$ cat src/rtl/sad_pkg.sv
// ----------------------------------------------------------------------------
// sad_pkg
// Shared definitions for the SAD4 stage of the motion-estimation SAD pipeline:
// default widths for the partial sums, block SAD, candidate index and window
// counter, plus the tracker state encoding.
// ----------------------------------------------------------------------------
package sad_pkg;

    localparam int IN_W_DEF  = 14;  // width of each partial-sum input
    localparam int SUM_W_DEF = 16;  // width of block SAD, >= IN_W + 2
    localparam int IDX_W_DEF = 16;  // width of candidate index
    localparam int CNT_W_DEF = 16;  // width of per-window candidate counter

    // IDLE: no candidate seen yet in the current window.
    // SEARCH: at least one candidate folded into the running minimum.
    typedef enum logic {
        IDLE   = 1'b0,
        SEARCH = 1'b1
    } track_state_t;

endpackage

$ cat src/rtl/sad4_adder.sv
// ----------------------------------------------------------------------------
// sad4_adder
// Stage A of SAD4: adds the four partial sums into one block SAD and registers
// it together with the candidate sidebands so they stay aligned.
//
// Ports
//   clk, rst_n          clock, asynchronous active-low reset
//   valid, index,       candidate present / candidate index /
//   trigger             last-of-window flag (qualified by valid)
//   in1..in4            partial sums, IN_W bits each
//   a_valid, a_index,   registered sidebands, one cycle after the inputs
//   a_trigger
//   a_sum               registered block SAD, SUM_W bits
// ----------------------------------------------------------------------------
module sad4_adder
    import sad_pkg::*;
#(
    parameter int IN_W  = IN_W_DEF,
    parameter int SUM_W = SUM_W_DEF,
    parameter int IDX_W = IDX_W_DEF
) (
    input  logic             clk,
    input  logic             rst_n,
    input  logic             valid,
    input  logic [IDX_W-1:0] index,
    input  logic             trigger,
    input  logic [IN_W-1:0]  in1,
    input  logic [IN_W-1:0]  in2,
    input  logic [IN_W-1:0]  in3,
    input  logic [IN_W-1:0]  in4,
    output logic             a_valid,
    output logic [IDX_W-1:0] a_index,
    output logic             a_trigger,
    output logic [SUM_W-1:0] a_sum
);

    logic [SUM_W-1:0] sum_comb;

    // Each operand is widened before the add so carries out of IN_W are kept;
    // with SUM_W >= IN_W + 2 the four-way sum can never wrap.
    assign sum_comb = SUM_W'(in1) + SUM_W'(in2) + SUM_W'(in3) + SUM_W'(in4);

    // NOTE: state registers use non-blocking assignments so every flop samples
    // its inputs from before the edge, independent of statement order.
    always_ff @(posedge clk or negedge rst_n) begin
        if (!rst_n) begin
            a_valid   <= 1'b0;
            a_index   <= '0;
            a_trigger <= 1'b0;
            a_sum     <= '0;
        end else begin
            a_valid   <= valid;
            a_index   <= index;
            // A trigger without a valid candidate carries no meaning downstream.
            a_trigger <= trigger & valid;
            a_sum     <= sum_comb;
        end
    end

endmodule

$ cat src/rtl/sad4_best_match.sv
// ----------------------------------------------------------------------------
// sad4_best_match
// SAD4 stage: sums the four partial SADs of each candidate and tracks the
// minimum block SAD and its index over a search window. The last candidate of
// a window (SAD4_TriggerBoss) closes it; the result is presented two cycles
// after that candidate with a one-cycle Best_Done pulse.
//
// Ports
//   clk, rst_n                 clock, asynchronous active-low reset
//   SAD4_Valid                 candidate present this cycle
//   SAD4_Index                 candidate index
//   SAD4_TriggerBoss           candidate closes the window (with SAD4_Valid)
//   SAD4_input1..SAD4_input4   partial sums
//   Best_SAD                   minimum SAD of the completed window
//   Best_Index                 index of that minimum (earliest on ties)
//   Best_Count                 candidates in that window, saturating
//   Best_Done                  one-cycle pulse, Best_* valid in that cycle
// ----------------------------------------------------------------------------
module sad4_best_match
    import sad_pkg::*;
#(
    parameter int IN_W  = IN_W_DEF,
    parameter int SUM_W = SUM_W_DEF,
    parameter int IDX_W = IDX_W_DEF,
    parameter int CNT_W = CNT_W_DEF
) (
    input  logic             clk,
    input  logic             rst_n,
    input  logic             SAD4_Valid,
    input  logic [IDX_W-1:0] SAD4_Index,
    input  logic             SAD4_TriggerBoss,
    input  logic [IN_W-1:0]  SAD4_input1,
    input  logic [IN_W-1:0]  SAD4_input2,
    input  logic [IN_W-1:0]  SAD4_input3,
    input  logic [IN_W-1:0]  SAD4_input4,
    output logic [SUM_W-1:0] Best_SAD,
    output logic [IDX_W-1:0] Best_Index,
    output logic [CNT_W-1:0] Best_Count,
    output logic             Best_Done
);

    // Stage A outputs
    logic             a_valid;
    logic [IDX_W-1:0] a_index;
    logic             a_trigger;
    logic [SUM_W-1:0] a_sum;

    // Tracker state
    track_state_t     state;
    logic [SUM_W-1:0] min_sad;
    logic [IDX_W-1:0] min_idx;
    logic [CNT_W-1:0] count;

    // Running values with the current stage-A candidate folded in
    logic [SUM_W-1:0] min_sad_next;
    logic [IDX_W-1:0] min_idx_next;
    logic [CNT_W-1:0] count_next;

    sad4_adder #(
        .IN_W  (IN_W),
        .SUM_W (SUM_W),
        .IDX_W (IDX_W)
    ) u_adder (
        .clk       (clk),
        .rst_n     (rst_n),
        .valid     (SAD4_Valid),
        .index     (SAD4_Index),
        .trigger   (SAD4_TriggerBoss),
        .in1       (SAD4_input1),
        .in2       (SAD4_input2),
        .in3       (SAD4_input3),
        .in4       (SAD4_input4),
        .a_valid   (a_valid),
        .a_index   (a_index),
        .a_trigger (a_trigger),
        .a_sum     (a_sum)
    );

    // The candidate is merged combinationally so a trigger candidate joins
    // the comparison in the same cycle it leaves stage A.
    // NOTE: every signal gets a default at the top of always_comb, so no path
    // leaves it unassigned and no latch is inferred.
    always_comb begin
        min_sad_next = min_sad;
        min_idx_next = min_idx;
        count_next   = count;
        if (state == IDLE) begin
            min_sad_next = a_sum;
            min_idx_next = a_index;
            count_next   = CNT_W'(1);
        end else begin
            // Strict compare: a tie keeps the earlier index.
            if (a_sum < min_sad) begin
                min_sad_next = a_sum;
                min_idx_next = a_index;
            end
            if (count != {CNT_W{1'b1}}) begin
                count_next = count + 1'b1;
            end
        end
    end

    always_ff @(posedge clk or negedge rst_n) begin
        if (!rst_n) begin
            state      <= IDLE;
            min_sad    <= '0;
            min_idx    <= '0;
            count      <= '0;
            Best_SAD   <= '0;
            Best_Index <= '0;
            Best_Count <= '0;
            Best_Done  <= 1'b0;
        end else begin
            Best_Done <= 1'b0;
            if (a_valid) begin
                if (a_trigger) begin
                    Best_SAD   <= min_sad_next;
                    Best_Index <= min_idx_next;
                    Best_Count <= count_next;
                    Best_Done  <= 1'b1;
                    // Clear the tracker so the next window starts fresh,
                    // which allows a new candidate in the very next cycle.
                    state      <= IDLE;
                    min_sad    <= '0;
                    min_idx    <= '0;
                    count      <= '0;
                end else begin
                    state      <= SEARCH;
                    min_sad    <= min_sad_next;
                    min_idx    <= min_idx_next;
                    count      <= count_next;
                end
            end
        end
    end

endmodule

$ cat config.mk
export PLATFORM = sky130hd
export DESIGN_NAME = sad4_best_match
export DESIGN_NICKNAME = d
export VERILOG_FILES = /design/src/rtl/sad_pkg.sv /design/src/rtl/sad4_adder.sv /design/src/rtl/sad4_best_match.sv
export SDC_FILE = /design/constraint.sdc
export NUM_CORES = 1
export LEC_CHECK = 0
export CORE_MARGIN = 8
export CORE_UTILIZATION = 43
export DETAILED_ROUTE_END_ITERATION = 12
export MAX_ROUTING_LAYER = met4
export PLACE_DENSITY = 0.66
export SLEW_MARGIN = 20
export SYNTH_ARGS = -nofsm -noshare
export SYNTH_HDL_FRONTEND = slang
export SYNTH_HIERARCHICAL = 1
export SYNTH_SLANG_ARGS = --single-unit
$ cat constraint.sdc
create_clock -name clk -period 3.5 [get_ports clk]
set_input_delay 0.525 -clock clk [delete_from_list [all_inputs] [get_ports clk]]
set_output_delay 0.525 -clock clk [all_outputs]
set_load 0.05 [all_outputs]
-- Word-level counts from Yosys, hierarchy flattened
Cells that the tools add are included.
- bits in registers: 132
- input port bits: 76
- output and inout bits: 49
- logic and storage cells: 32
- $add $sub $neg: 4
- $lt $le $gt $ge: 1
- eq/ne operators: 1
- multiplexer cells: 12
- bitwise logic cells: 1
- reduce and logical (&&, ||, !) cells: 1
- operator list (cell ; number):
    $mux W16 ; 9
    $add A16 B14 Y16 ; 2
    $add A16 B1 Y16 const B ; 1
    $lt A16 B16 Y1 ; 1
    $ne A16 B16 Y1 const B ; 1
    $add A14 B14 Y15 ; 1
    $mux W1 ; 3
    $reduce_and A2 Y1 ; 1
    $and A1 B1 Y1 ; 1

-- Logic depth before layout (Yosys ltp)
Gate-level depths: netlist (run 1).
- depth in word-level cells: 4
- gate-level depth with buffers: 11
- gate-level depth less buffers: 11

-- Cells and area by module
The synthesis (run 1) kept the hierarchy.
- by module, submodules not included (module ; instances ; cells an instance ; area an instance (um^2) ; sequential area each (um^2)):
    sad4_best_match ; 1 ; 569 ; 5449.0 ; 2452.4
    sad4_adder ; 1 ; 227 ; 2347.3 ; 850.8

-- Worst setup path after synthesis (run 1)
No wires, ideal clock.
- kind: input to register
- start: input port SAD4_input1[1]
- end: register u_adder.a_sum[13]
- setup time: 0.080 ns
- arrival time: 3.189 ns
- required time: 3.420 ns
- path slack: 0.231 ns
- stages on the path: 11
- buffers on the path: 0
- cells stage by stage: inv_1 > fa_1 > inv_1 > fa_1 > ha_1 > fa_1 > a21o_1 > a221oi_2 > o211ai_2 > a31oi_1 > xnor2_1
- longest elaborated chain between the ends: 3
- RTL lines (item ; RTL line ; RTL):
    from (decl) ; sad4_best_match.sv:32 ; input logic [IN_W-1:0] SAD4_input1,
    $add A14 B14 Y15 ; sad4_adder.sv:41 ; assign sum_comb = SUM_W'(in1) + SUM_W'(in2) + SUM_W'(in3) + SUM_W'(in4);
    $add A16 B14 Y16 (2 in series) ; sad4_adder.sv:41 ;
    via u_adder.sum_comb[13] ; sad4_adder.sv:37 ; logic [SUM_W-1:0] sum_comb;
    to (signal assigned) ; sad4_adder.sv:56 ; a_sum <= sum_comb;
    to (decl) ; sad4_adder.sv:34 ; output logic [SUM_W-1:0] a_sum
The timed path passes the listed nets, and every way through them passes these cells.
A chain may end at the register's enable or synchronous reset.

-- Worst setup path after layout (run 1)
- start: input port SAD4_input1[1]
- end: register u_adder.a_sum[11]
Same word-level chain as after synthesis.

==> impl_metrics.json, run 1 <==
{
  "synth_edf_count": 0,
  "holdCritPathClass": "in2async",
  "die_x_um": 151,
  "max_cap_viol_count": 0,
  "r2r-start": "u_adder/a_sum[9]",
  "timing.setup.tns_ns": 0,
  "ios": 125,
  "critPathArrivalTime_ns": 3.59,
  "layout_common_cells": "dfrtp_1 (131), clkdlybuf4s50_1 (123), inv_1 (98)",
  "htreeDepth": 4,
  "start_util_pct": 43.5,
  "ir_drop_uv": 611,
  "r2r-end": "min_sad[10]",
  "cp_slowest_cell": "fa_1",
  "rsz0062_at_grt": "false",
  "gr-total-overflow": 0,
  "core_area_mm2": 0.0179,
  "fmax_mhz": 304,
  "cts_tree": "built",
  "yosys_register_bits": 132,
  "status": "completed",
  "portBuffers": 124,
  "syn_area_mm2": 0.00780,
  "gp_congestion": 0.799,
  "synthArstFlopShare_pct": 100,
  "fin_skew_ns": 0.0197,
  "diodes": 0,
  "r2r_cells": 8,
  "setup_ws_ns": 0.216,
  "cts_buffers": 17,
  "post-dp-hpwl_mm": 12.6,
  "fin_hold_ws_ns": 0.194,
  "timing.final.crit_share_pct": 93.8,
  "clkLatencyLatePin_ns": 0.43,
  "internal_power_mw": 4.68,
  "hold_viol_final": 0,
  "top_usage_layer": "met2",
  "clk_pin_slew_ns": 0.05,
  "placementRows": 49,
  "worst_setup_path_end_kind": "flop",
  "p_sw_share_pct": 40.5,
  "synth.avg_cell_area_um2": 9.79,
  "cp_data_required_time_ns": 3.81,
  "place_ws_ns": -0.366,
  "final_common_cell": "dfrtp_1",
  "p_sw_mw": 3.19,
  "clockRootBuffer": "clkbuf_16",
  "power_density_mw_per_mm2": 794,
  "drtPass1Iterations": 5,
  "drtIter0Drc": 421,
  "synthesis.instances": 796,
  "fin_util_pct": 55.3,
  "slew_headroom_pct": 41.5,
  "dieArea_mm2": 0.0227,
  "synthFlopType": "dfrtp_1",
  "pwr-share-comb_pct": 48.0,
  "cts_sinks": 132,
  "ys_seq_area_share_pct": 42.4,
  "die_h_um": 151,
  "num_vias": 6207,
  "syn_nets": 931,
  "grtUsageTotal_pct": 17.3,
  "p_leak_nw": 4.43,
  "cts_max_path_buffers": 2,
  "use_met1_pct": 22.3,
  "grt_pass1_wl_mm": 30.8,
  "nets": 1047,
  "start_kind": "input pin",
  "drc": 0,
  "drv_slew": 0,
  "cpPeakStageDelay_ns": 0.52,
  "worstSetupPathType": "in2reg",
  "r2r_slack_ns": 0.85,
  "synth.distinct_cells": 67,
  "ys_warn_count": 6,
  "grt_pass1_vias": 6236,
  "wl_per_cell_um": 15.8,
  "antenna_left": 0,
  "hold_buffers": 0,
  "nFillCells": 1609,
  "drive_gt1_share_pct": 9.75,
  "area_growth_pct": 27.1,
  "grt_use_met2_pct": 26.7,
  "share_seq_of_total_power_pct": 30.5,
  "via_per_inst": 5.39,
  "met3_usage_pct": 3.64,
  "crit_chain": "clkdlybuf4s50_1 > inv_1 > fa_1 > inv_1 > fa_1 > ha_2 > fa_2 > a21o_1 > a221oi_2 > buf_4 > o211ai_2 > buf_4 > xor2_1",
  "finalPower_mw": 7.87,
  "post_cts_buffers": 0,
  "crit_fanout": 3,
  "finalSetupViolCount": 0,
  "worst-slew-pin-transition_ns": 0.878,
  "period_needed_ns": 3.28,
  "routed_wl_mm": 18.3,
  "clockPowerShare_pct": 21.5,
  "antenna_found_initial": 0,
  "grt_max_degree": 98
}
critical path: cells and delay by family:
| kind | cells | cell delay [ns] |
|---|---|---|
| adders and majority gates | 4 | 1.52 |
| buffers and inverters | 5 | 0.87 |
| xor gates and xnor gates | 1 | 0.13 |
| AOI/OAI and AO/OA | 3 | 0.54 |
what timing repair did:
action	CTS	global route
gates resized for setup	0	2
endpoints found under the hold margin	0	0
setup endpoints to repair	0	2
cell families after synthesis:
group	Yosys count	synth area share, %
AO/OA/AOI/OAI	228	22.1
XOR/XNOR	21	2.36
adder cells (fa/ha/maj)	59	12.2
buffers and inverters	150	7.51
flip-flops	132	42.4
multiplexers	4	0.530
AND/OR/NAND/NOR	202	13.0
flip-flops by register name (all words and copies together) (netlist names):
name and flops:
min_idx 16, min_sad 16, Best_SAD 16, state 1
count 16, u_adder/a_trigger 1, u_adder/a_index 16, u_adder/a_sum 16
u_adder/a_valid 1, Best_Done 1, Best_Count 16, Best_Index 16
metal layers:
layer | wire (um) | vias to the layer above
met5 | 0 | -
met4 | 296 | 0
met3 | 979 | 15
met2 | 8580 | 152
met1 | 8400 | 2981
li1 | - | 3059
worst max path at each step:
stage / startpoint / endpoint / slack, ns / depth (start not counted)
floorplan: SAD4_input1[1] / u_adder/a_sum[13] / 0.23 / 11
global placement: SAD4_input1[1] / u_adder/a_sum[13] / -0.34 / 13
detailed placement: SAD4_input1[1] / u_adder/a_sum[13] / -0.37 / 13
CTS: SAD4_input1[1] / u_adder/a_sum[13] / 0.08 / 13
global route: SAD4_input1[1] / u_adder/a_sum[11] / 0.01 / 13
finish: SAD4_input1[1] / u_adder/a_sum[11] / 0.22 / 13
power groups by stage:
stage	Clock, mW	Sequential, mW	Combinational [mW]
2_1_floorplan	0	3.02	2.01
3_5_place_dp	0	2.42	3.81
5_1_grt	1.81	2.47	4.16
3_3_place_gp	0	2.42	3.75
6_report	1.70	2.40	3.78
4_1_cts	1.73	2.40	3.82
cells in the mapped netlist, types with 5 or more instances:
| master | n | area, um2 |
|---|---|---|
| a32o_1 | 18 | 180 |
| xnor2_1 | 12 | 105 |
| nand2_1 | 88 | 330 |
| nand3b_1 | 15 | 113 |
| nor2_1 | 34 | 128 |
| nand2b_1 | 17 | 106 |
| nand3_1 | 16 | 80.1 |
| o31ai_1 | 12 | 90.1 |
| clkbuf_1 | 33 | 124 |
| o2bb2ai_1 | 15 | 131 |
| o221a_2 | 15 | 169 |
| a2bb2oi_1 | 15 | 131 |
| o22ai_1 | 46 | 288 |
| nor3_1 | 5 | 25.0 |
| fa_1 | 28 | 561 |
| a31oi_1 | 5 | 31.3 |
| a21oi_1 | 26 | 130 |
| ha_1 | 31 | 388 |
| a21o_1 | 6 | 45.0 |
| dfrtp_1 | 132 | 3300 |
| xor2_1 | 9 | 78.8 |
| buf_2 | 12 | 60.1 |
| inv_1 | 98 | 368 |
| o311ai_0 | 15 | 131 |
| o21ai_0 | 24 | 120 |
stage by stage:
stage	instance area [um2]	cells
floorplan	7800	796
global placement	9340	1122
detailed placement	9340	1122
CTS	9900	1152
global route	9910	1152
finish	9910	1152
layout make-up:
type,instances,area [um2],area share [%]
multi-input combinational,514,3930,39.7
sequential,132,3300,33.4
timing repair buffer,148,1450,14.6
clock buffer,26,519,5.24
inverter,99,372,3.75
tap,229,287,2.89
clock inverter,4,45.0,0.455
No activity file was read; power rests on OpenSTA's default activity.
==> inputs of run 2 (changes only) <==
Settings changed: HOLD_SLACK_MARGIN set to 0.03.
==> results of run 2 <==
No change in the layout: final DEF, timing and power equal those of run 1.
